<file path="src/rtl/fft_butterfly_engine_if.sv">
// Sample-side bus of the butterfly engine: input pair handshake with its
// per-pair control, and the result handshake with X/Y and the saturation flag.
interface fft_butterfly_engine_if #(
   parameter int DATA_WIDTH  = 16,
   parameter int TOTAL_WIDTH = 8
);
   logic                   in_valid;
   logic                   in_ready;
   logic                   inverse;
   logic [TOTAL_WIDTH-1:0] j_index;
   logic [DATA_WIDTH-1:0]  a_in;
   logic [DATA_WIDTH-1:0]  b_in;
   logic                   out_valid;
   logic                   out_ready;
   logic [DATA_WIDTH-1:0]  x_out;
   logic [DATA_WIDTH-1:0]  y_out;
   logic                   sat;

   modport master (
      output in_valid, inverse, j_index, a_in, b_in, out_ready,
      input  in_ready, out_valid, x_out, y_out, sat
   );

   modport slave (
      input  in_valid, inverse, j_index, a_in, b_in, out_ready,
      output in_ready, out_valid, x_out, y_out, sat
   );
endinterface

</file>
<file path="src/rtl/fft_butterfly_engine.sv">
// Pipelined radix-2 DIT butterfly: X = A + W*B, Y = A - W*B.
// Computes the twiddle index, reads the factor back from an external
// combinational lookup one cycle later, and saturates the outputs.
// The whole pipe advances on a single enable, so a stalled output freezes
// every stage (including tw_index) and ordering is preserved.
module fft_butterfly_engine #(
   parameter int WIDTH       = 8,
   parameter int DATA_WIDTH  = 16,
   parameter int TOTAL_WIDTH = 8
) (
   input  logic                   clk,
   input  logic                   rst_n,
   input  logic [11:0]            SAMPLES,
   input  logic [3:0]             stage,
   output logic [TOTAL_WIDTH-1:0] tw_index,
   input  logic [WIDTH-1:0]       tw_data,
   output logic                   cfg_err,
   fft_butterfly_engine_if.slave  bus
);

   localparam int CW = WIDTH / 2;          // raw twiddle component width
   localparam int DW = DATA_WIDTH / 2;     // sample component width
   localparam int PW = DW + CW + 2;        // product-sum width
   localparam int SW = PW + 1;             // A +/- W*B full-precision width
   localparam int KW = TOTAL_WIDTH + 12;   // index product width

   localparam logic [CW-1:0]        TW_RAW_MIN = {1'b1, {(CW-1){1'b0}}};
   localparam logic signed [CW:0]   TW_ONE     = {2'b01, {(CW-1){1'b0}}};
   localparam logic signed [SW-1:0] SAT_HI     = {{(SW-DW+1){1'b0}}, {(DW-1){1'b1}}};
   localparam logic signed [SW-1:0] SAT_LO     = {{(SW-DW+1){1'b1}}, {(DW-1){1'b0}}};

   // The most negative raw code stands for +1.0 so that k = 0 gives W = 1 exactly.
   function automatic logic signed [CW:0] decode_tw(input logic [CW-1:0] raw);
      if (raw == TW_RAW_MIN) decode_tw = TW_ONE;
      else                   decode_tw = {raw[CW-1], raw};
   endfunction

   function automatic logic signed [DW-1:0] sat_fn(input logic signed [SW-1:0] v);
      if (v > SAT_HI)      sat_fn = SAT_HI[DW-1:0];
      else if (v < SAT_LO) sat_fn = SAT_LO[DW-1:0];
      else                 sat_fn = v[DW-1:0];
   endfunction

   function automatic logic ovf_fn(input logic signed [SW-1:0] v);
      ovf_fn = (v > SAT_HI) || (v < SAT_LO);
   endfunction

   logic en, accept;
   assign en          = !(bus.out_valid && !bus.out_ready);
   assign bus.in_ready = en;
   assign accept      = bus.in_valid && en;

   // Twiddle index k = (j mod span) * (N >> (s+1)); forced to 0 on an illegal stage.
   logic [4:0]             shamt;
   logic [16:0]            pow_s1;
   logic                   illegal;
   logic [TOTAL_WIDTH-1:0] j_mask;
   logic [11:0]            stride;
   logic [TOTAL_WIDTH-1:0] k_next;
   assign shamt   = {1'b0, stage} + 5'd1;
   assign pow_s1  = 17'd1 << shamt;
   assign illegal = pow_s1 > {5'd0, SAMPLES};
   assign j_mask  = bus.j_index & TOTAL_WIDTH'((17'd1 << stage) - 17'd1);
   assign stride  = SAMPLES >> shamt;
   assign k_next  = illegal ? '0 : TOTAL_WIDTH'(KW'(j_mask) * KW'(stride));

   logic [DATA_WIDTH-1:0]  a_p1, b_p1, a_p2, b_p2, a_p3;
   logic                   inv_p1;
   logic signed [CW:0]     c_p2, s_p2;
   logic signed [PW-1:0]   wr_p3, wi_p3;
   logic                   vld_p1, vld_p2, vld_p3;

   logic signed [CW:0] dec_cos, dec_sin;
   assign dec_cos = decode_tw(tw_data[CW-1:0]);
   assign dec_sin = decode_tw(tw_data[WIDTH-1:CW]);

   logic signed [DW-1:0] br2, bi2;
   logic signed [PW-1:0] wr_full, wi_full;
   assign br2     = b_p2[DW-1:0];
   assign bi2     = b_p2[DATA_WIDTH-1:DW];
   assign wr_full = PW'(br2) * PW'(c_p2) + PW'(bi2) * PW'(s_p2);
   assign wi_full = PW'(bi2) * PW'(c_p2) - PW'(br2) * PW'(s_p2);

   logic signed [DW-1:0] ar3, ai3;
   logic signed [SW-1:0] xr, xi, yr, yi;
   assign ar3 = a_p3[DW-1:0];
   assign ai3 = a_p3[DATA_WIDTH-1:DW];
   assign xr  = SW'(ar3) + SW'(wr_p3);
   assign xi  = SW'(ai3) + SW'(wi_p3);
   assign yr  = SW'(ar3) - SW'(wr_p3);
   assign yi  = SW'(ai3) - SW'(wi_p3);

   // Control, index and output registers: valid chain, tw_index, results, sticky cfg_err.
   always_ff @(posedge clk or negedge rst_n) begin
      if (!rst_n) begin
         vld_p1        <= 1'b0;
         vld_p2        <= 1'b0;
         vld_p3        <= 1'b0;
         bus.out_valid <= 1'b0;
         bus.sat       <= 1'b0;
         bus.x_out     <= '0;
         bus.y_out     <= '0;
         tw_index      <= '0;
         cfg_err       <= 1'b0;
      end else begin
         if (accept && illegal) cfg_err <= 1'b1;
         if (en) begin
            // P1: capture index of the accepted pair
            vld_p1 <= bus.in_valid;
            if (accept) tw_index <= k_next;
            // P2 -> P3 -> P4 valid chain
            vld_p2        <= vld_p1;
            vld_p3        <= vld_p2;
            bus.out_valid <= vld_p3;
            // P4: A +/- W*B with saturation
            if (vld_p3) begin
               bus.x_out <= {sat_fn(xi), sat_fn(xr)};
               bus.y_out <= {sat_fn(yi), sat_fn(yr)};
               bus.sat   <= ovf_fn(xr) | ovf_fn(xi) | ovf_fn(yr) | ovf_fn(yi);
            end
         end
      end
   end

   // Datapath registers, advanced by the shared enable.
   always_ff @(posedge clk) begin
      if (en) begin
         // P1: operands and direction
         a_p1   <= bus.a_in;
         b_p1   <= bus.b_in;
         inv_p1 <= bus.inverse;
         // P2: decoded twiddle, sin negated for the inverse transform
         a_p2 <= a_p1;
         b_p2 <= b_p1;
         c_p2 <= dec_cos;
         s_p2 <= inv_p1 ? -dec_sin : dec_sin;
         // P3: W*B with floor rounding
         a_p3  <= a_p2;
         wr_p3 <= wr_full >>> (CW - 1);
         wi_p3 <= wi_full >>> (CW - 1);
      end
   end

endmodule
</file>
<file path="src/flat_wrapper.sv">
// flat-port wrapper written by rule: the top's interface ports become plain ports
module fft_butterfly_engine_flat 
#(
   parameter int WIDTH       = 8,
   parameter int DATA_WIDTH  = 16,
   parameter int TOTAL_WIDTH = 8
)
  (clk, rst_n, SAMPLES, stage, tw_index, tw_data, cfg_err, bus_in_valid, bus_inverse, bus_j_index, bus_a_in, bus_b_in, bus_out_ready, bus_in_ready, bus_out_valid, bus_x_out, bus_y_out, bus_sat);
  fft_butterfly_engine_if #(.DATA_WIDTH(DATA_WIDTH), .TOTAL_WIDTH(TOTAL_WIDTH)) bus_i ();
  input  logic clk;
  input  logic rst_n;
  input  logic [11:0] SAMPLES;
  input  logic [3:0] stage;
  output logic [TOTAL_WIDTH-1:0] tw_index;
  input  logic [WIDTH-1:0] tw_data;
  output logic cfg_err;
  input wire logic [$bits(bus_i.in_valid)-1:0] bus_in_valid;
  input wire logic [$bits(bus_i.inverse)-1:0] bus_inverse;
  input wire logic [$bits(bus_i.j_index)-1:0] bus_j_index;
  input wire logic [$bits(bus_i.a_in)-1:0] bus_a_in;
  input wire logic [$bits(bus_i.b_in)-1:0] bus_b_in;
  input wire logic [$bits(bus_i.out_ready)-1:0] bus_out_ready;
  output wire logic [$bits(bus_i.in_ready)-1:0] bus_in_ready;
  output wire logic [$bits(bus_i.out_valid)-1:0] bus_out_valid;
  output wire logic [$bits(bus_i.x_out)-1:0] bus_x_out;
  output wire logic [$bits(bus_i.y_out)-1:0] bus_y_out;
  output wire logic [$bits(bus_i.sat)-1:0] bus_sat;
  assign bus_i.in_valid = bus_in_valid;
  assign bus_i.inverse = bus_inverse;
  assign bus_i.j_index = bus_j_index;
  assign bus_i.a_in = bus_a_in;
  assign bus_i.b_in = bus_b_in;
  assign bus_i.out_ready = bus_out_ready;
  assign bus_in_ready = bus_i.in_ready;
  assign bus_out_valid = bus_i.out_valid;
  assign bus_x_out = bus_i.x_out;
  assign bus_y_out = bus_i.y_out;
  assign bus_sat = bus_i.sat;
  fft_butterfly_engine #(.WIDTH(WIDTH), .DATA_WIDTH(DATA_WIDTH), .TOTAL_WIDTH(TOTAL_WIDTH)) u_core (.clk(clk), .rst_n(rst_n), .SAMPLES(SAMPLES), .stage(stage), .tw_index(tw_index), .tw_data(tw_data), .cfg_err(cfg_err), .bus(bus_i));
endmodule
</file>
<file path="config.mk">
export PLATFORM = sky130hd
export DESIGN_NAME = fft_butterfly_engine_flat
export DESIGN_NICKNAME = d
export VERILOG_FILES = /design/src/rtl/fft_butterfly_engine_if.sv /design/src/rtl/fft_butterfly_engine.sv /design/src/flat_wrapper.sv
export SDC_FILE = /design/constraint.sdc
export NUM_CORES = 1
export LEC_CHECK = 0
export BUFFER_PORTS_ARGS = -buffer_cell sky130_fd_sc_hd__buf_2
export CAP_MARGIN = 20
export CORE_MARGIN = 4
export CORE_UTILIZATION = 65
export DETAILED_ROUTE_END_ITERATION = 8
export GPL_ROUTABILITY_DRIVEN = 0
export PLACE_DENSITY = 0.86
export SETUP_SLACK_MARGIN = 0.1
export SLEW_MARGIN = 10
export SYNTH_ARGS = -nofsm -noshare
export SYNTH_HDL_FRONTEND = slang
export SYNTH_SLANG_ARGS = --single-unit
</file>
<file path="constraint.sdc">
create_clock -name clk -period 11.9 [get_ports clk]
set_clock_uncertainty 0.1 [all_clocks]
set_input_delay 0.595 -clock clk [delete_from_list [all_inputs] [get_ports clk]]
set_output_delay 0.595 -clock clk [all_outputs]
set_load 0.01 [all_outputs]
</file>
==> results.json <==
{
  "outcome": "completed",
  "grt_busiest_layer": "met2",
  "criticalPathCategory": "reg -> reg",
  "grt_max_degree": 80,
  "r2r_end": "u_core.wr_p3[9]$_DFFE_PN_",
  "core-area_mm2": 0.0235,
  "synth_cells": 1556,
  "cp.arrival_ns": 5.99,
  "clk_path_buf_depth": 2,
  "reg2reg_depth": 19,
  "ys_seq_area_share_pct": 29.2,
  "crit_path_cell_trace": "inv_1 > nor2_1 > fa_1 > inv_1 > fa_1 > inv_1 > fa_1 > fa_1 > fa_1 > ha_1 > a21o_1 > a21oi_1 > o21bai_1 > a21oi_1 > o21bai_1 > a21oi_1 > o21bai_1 > a21oi_1 > xnor2_1",
  "hold_viol": 0,
  "path_delay_family": "adder cells",
  "cts_tree": "done",
  "htree_levels": 4,
  "critical_path.slowest_cell": "edfxtp_1",
  "cp_max_fo": 14,
  "grt_usage_pct": 25.6,
  "die_w_um": 163,
  "yosysWarnings": 0,
  "finalSetupViolations": 0,
  "reg2reg_setup_slack_ns": 6.00,
  "ys_async_sr_fraction_pct": 28.9,
  "drtIter0Drc": 762,
  "holdBufCountCts": 0,
  "synth_edf_count": 113,
  "syn2layout_area_growth_pct": 8.42,
  "use_met2_pct": 45.5,
  "ys_types": 77,
  "use_met3_pct": 3.62,
  "grt_pass1_wl_mm": 55.0,
  "die_area_mm2": 0.0265,
  "cts_setup_buffers": 0,
  "viasPerCell": 5.64,
  "drive_gt1_share_pct": 10.9,
  "rsz0062_at_grt": "false",
  "worstSetupEndpointType": "register",
  "cts_resized": 0,
  "grt_use_met1_pct": 32.9,
  "netlist_area_mm2": 0.0156,
  "clk_root_buffer_cell": "clkbuf_16",
  "final_common_cell": "inv_1",
  "clock_latency_ns": 0.44,
  "crit_end": "u_core.wr_p3[9]$_DFFE_PN_",
  "nets": 2004,
  "setup_ws_ns": 6.00,
  "post-route-period-util_pct": 49.6,
  "drv_cap": 0,
  "wl_per_cell_um": 16.5,
  "clock_sinks": 159,
  "hold_path_class": "in -> async",
  "min_period_ns": 5.90,
  "slew_violations": 0,
  "final_antenna_net_count": 0,
  "worst_pin_slew_ns": 0.978,
  "cp-start-kind": "register",
  "initial_utilization_pct": 66.2,
  "firstDrtPassIters": 6,
  "drc": 0,
  "die_y_um": 163,
  "timing.rr.start": "u_core.c_p2[4]$_SDFFCE_PN0N_",
  "slew_headroom_pct": 34.8,
  "ys_ff_latch": 159,
  "cp_data_required_time_ns": 11.99,
  "rows": 56,
  "cts_buffers": 17,
  "synth_ff_type": "edfxtp_1",
  "hpwl_mm": 24.7,
  "io_pins": 113,
  "fin_tns_setup_ns": 0,
  "first_global_vias": 11700,
  "final_cell_mix": "286 x inv_1, 165 x fa_1, 144 x ha_1, 136 x nand2_1, 113 x edfxtp_1",
  "max_freq_mhz": 169,
  "grt_overflow_total": 0,
  "io_buffers": 112,
  "worst-path-buf-inv": 3,
  "crit_start": "u_core.c_p2[4]$_SDFFCE_PN0N_",
  "post-place-ws_ns": 5.62,
  "wirelength_mm": 32.4,
  "clkTransAtPathRegs_ns": 0.07,
  "syn_area_per_cell_um2": 10.0,
  "antenna_found_initial": 0,
  "cp.depth": 19,
  "cpPeakStageDelay_ns": 0.75,
  "vias": 11000,
  "syn-num-nets": 1934,
  "crit_top_cell": "fa_1",
  "diodes": 0
}
metrics by stage:
step | utilization [%] | instances | hold slack [ns] | cell area, um2
final | 71.8 | 1958 | 0.208 | 16900
after global placement | 69.3 | 1926 | 0.301 | 16300
after CTS | 71.8 | 1958 | 0.222 | 16900
after floorplan | - | 1556 | 0.199 | 15600
after detailed placement | 69.3 | 1926 | 0.305 | 16300
after global routing | 71.8 | 1958 | 0.219 | 16900
routing by layer:
layer / vias to the layer above / routed length, um / share of wire [%]
li1: 5165 / - / -
met2: 348 / 16800 / 52
met3: 68 / 1710 / 5.3
met4: 0 / 737 / 2.3
met1: 5458 / 13100 / 41
met5: - / 0 / 0
state kept, by name, summed over array words and instances, names as in the netlist, 16 cells and up:
| name | count |
|---|---|
| u_core.bus.y_out | 16 |
| u_core.a_p2 | 16 |
| u_core.b_p2 | 16 |
| u_core.a_p1 | 16 |
| u_core.bus.x_out | 16 |
| u_core.a_p3 | 16 |
| u_core.b_p1 | 16 |
worst register-to-register path: cells and delay by family (launching register included):
kind,cells,cell delay (ns)
adder cells (fa/ha/maj),6,2.67
AO/OA/AOI/OAI,8,1.39
flip-flops,1,0.75
buffers and inverters,3,0.49
AND/OR/NAND/NOR,1,0.20
XOR/XNOR,1,0.09
how the worst min path moves through the flow:
stage / endpoint / from / slack, ns
6_report: u_core.bus.y_out[6]$_DFFE_PN0P_ / rst_n / 0.21
5_1_grt: u_core.a_p1[9]$_DFFE_PN_ / bus_a_in[9] / 0.22
2_1_floorplan: u_core.bus.out_valid$_DFFE_PN0N_ / rst_n / 0.20
4_1_cts: u_core.a_p1[2]$_DFFE_PN_ / bus_a_in[2] / 0.22
3_3_place_gp: u_core.a_p3[10]$_DFFE_PN_ / u_core.a_p2[10]$_DFFE_PN_ / 0.30
3_5_place_dp: u_core.a_p2[6]$_DFFE_PN_ / u_core.a_p1[6]$_DFFE_PN_ / 0.30
Yosys cell counts (6+ instances only):
master	instances	area share (%)
nand2_1	136	3.3
nor2_1	71	1.7
o21bai_1	13	0.63
o31a_1	6	0.34
nor3_1	19	0.61
fa_1	165	21
xnor2_1	74	4.2
dfrtp_1	46	7.4
nand2b_1	32	1.3
buf_2	8	0.26
ha_1	144	12
edfxtp_1	113	22
o21ai_1	15	0.48
a211oi_1	8	0.39
mux4_2	8	1.2
o21ai_0	35	1.1
a21o_1	13	0.63
a21oi_1	64	2.1
nand3_1	7	0.22
and2_1	68	2.7
o21a_1	14	0.67
or3_1	9	0.36
inv_1	286	6.9
xor2_1	14	0.79
clkbuf_1	50	1.2
o211ai_1	11	0.53
nor2b_1	30	1.2
mux2_2	6	0.43
layout make-up:
class	count	area, um2
Clock buffer	17	425
Clock inverter	15	170
Fill cell	1645	6640
Inverter	288	1080
Multi-Input combinational cell	1046	9700
Sequential cell	159	4540
Tap cell	319	399
Timing Repair Buffer	114	576
cells by family after synthesis:
kind of cell / Yosys count / synth area share (%)
flip-flops: 159 / 29.2
AND/OR/NAND/NOR: 404 / 13.0
multiplexers: 20 / 1.98
adder cells (fa/ha/maj): 309 / 32.8
buffers and inverters: 351 / 8.64
XOR/XNOR: 89 / 5.05
AO/OA/AOI/OAI: 224 / 9.41
Power is left out: the tool's default activity adds up to more than one toggle a clock period on the data nets, which glitch-free logic cannot reach.
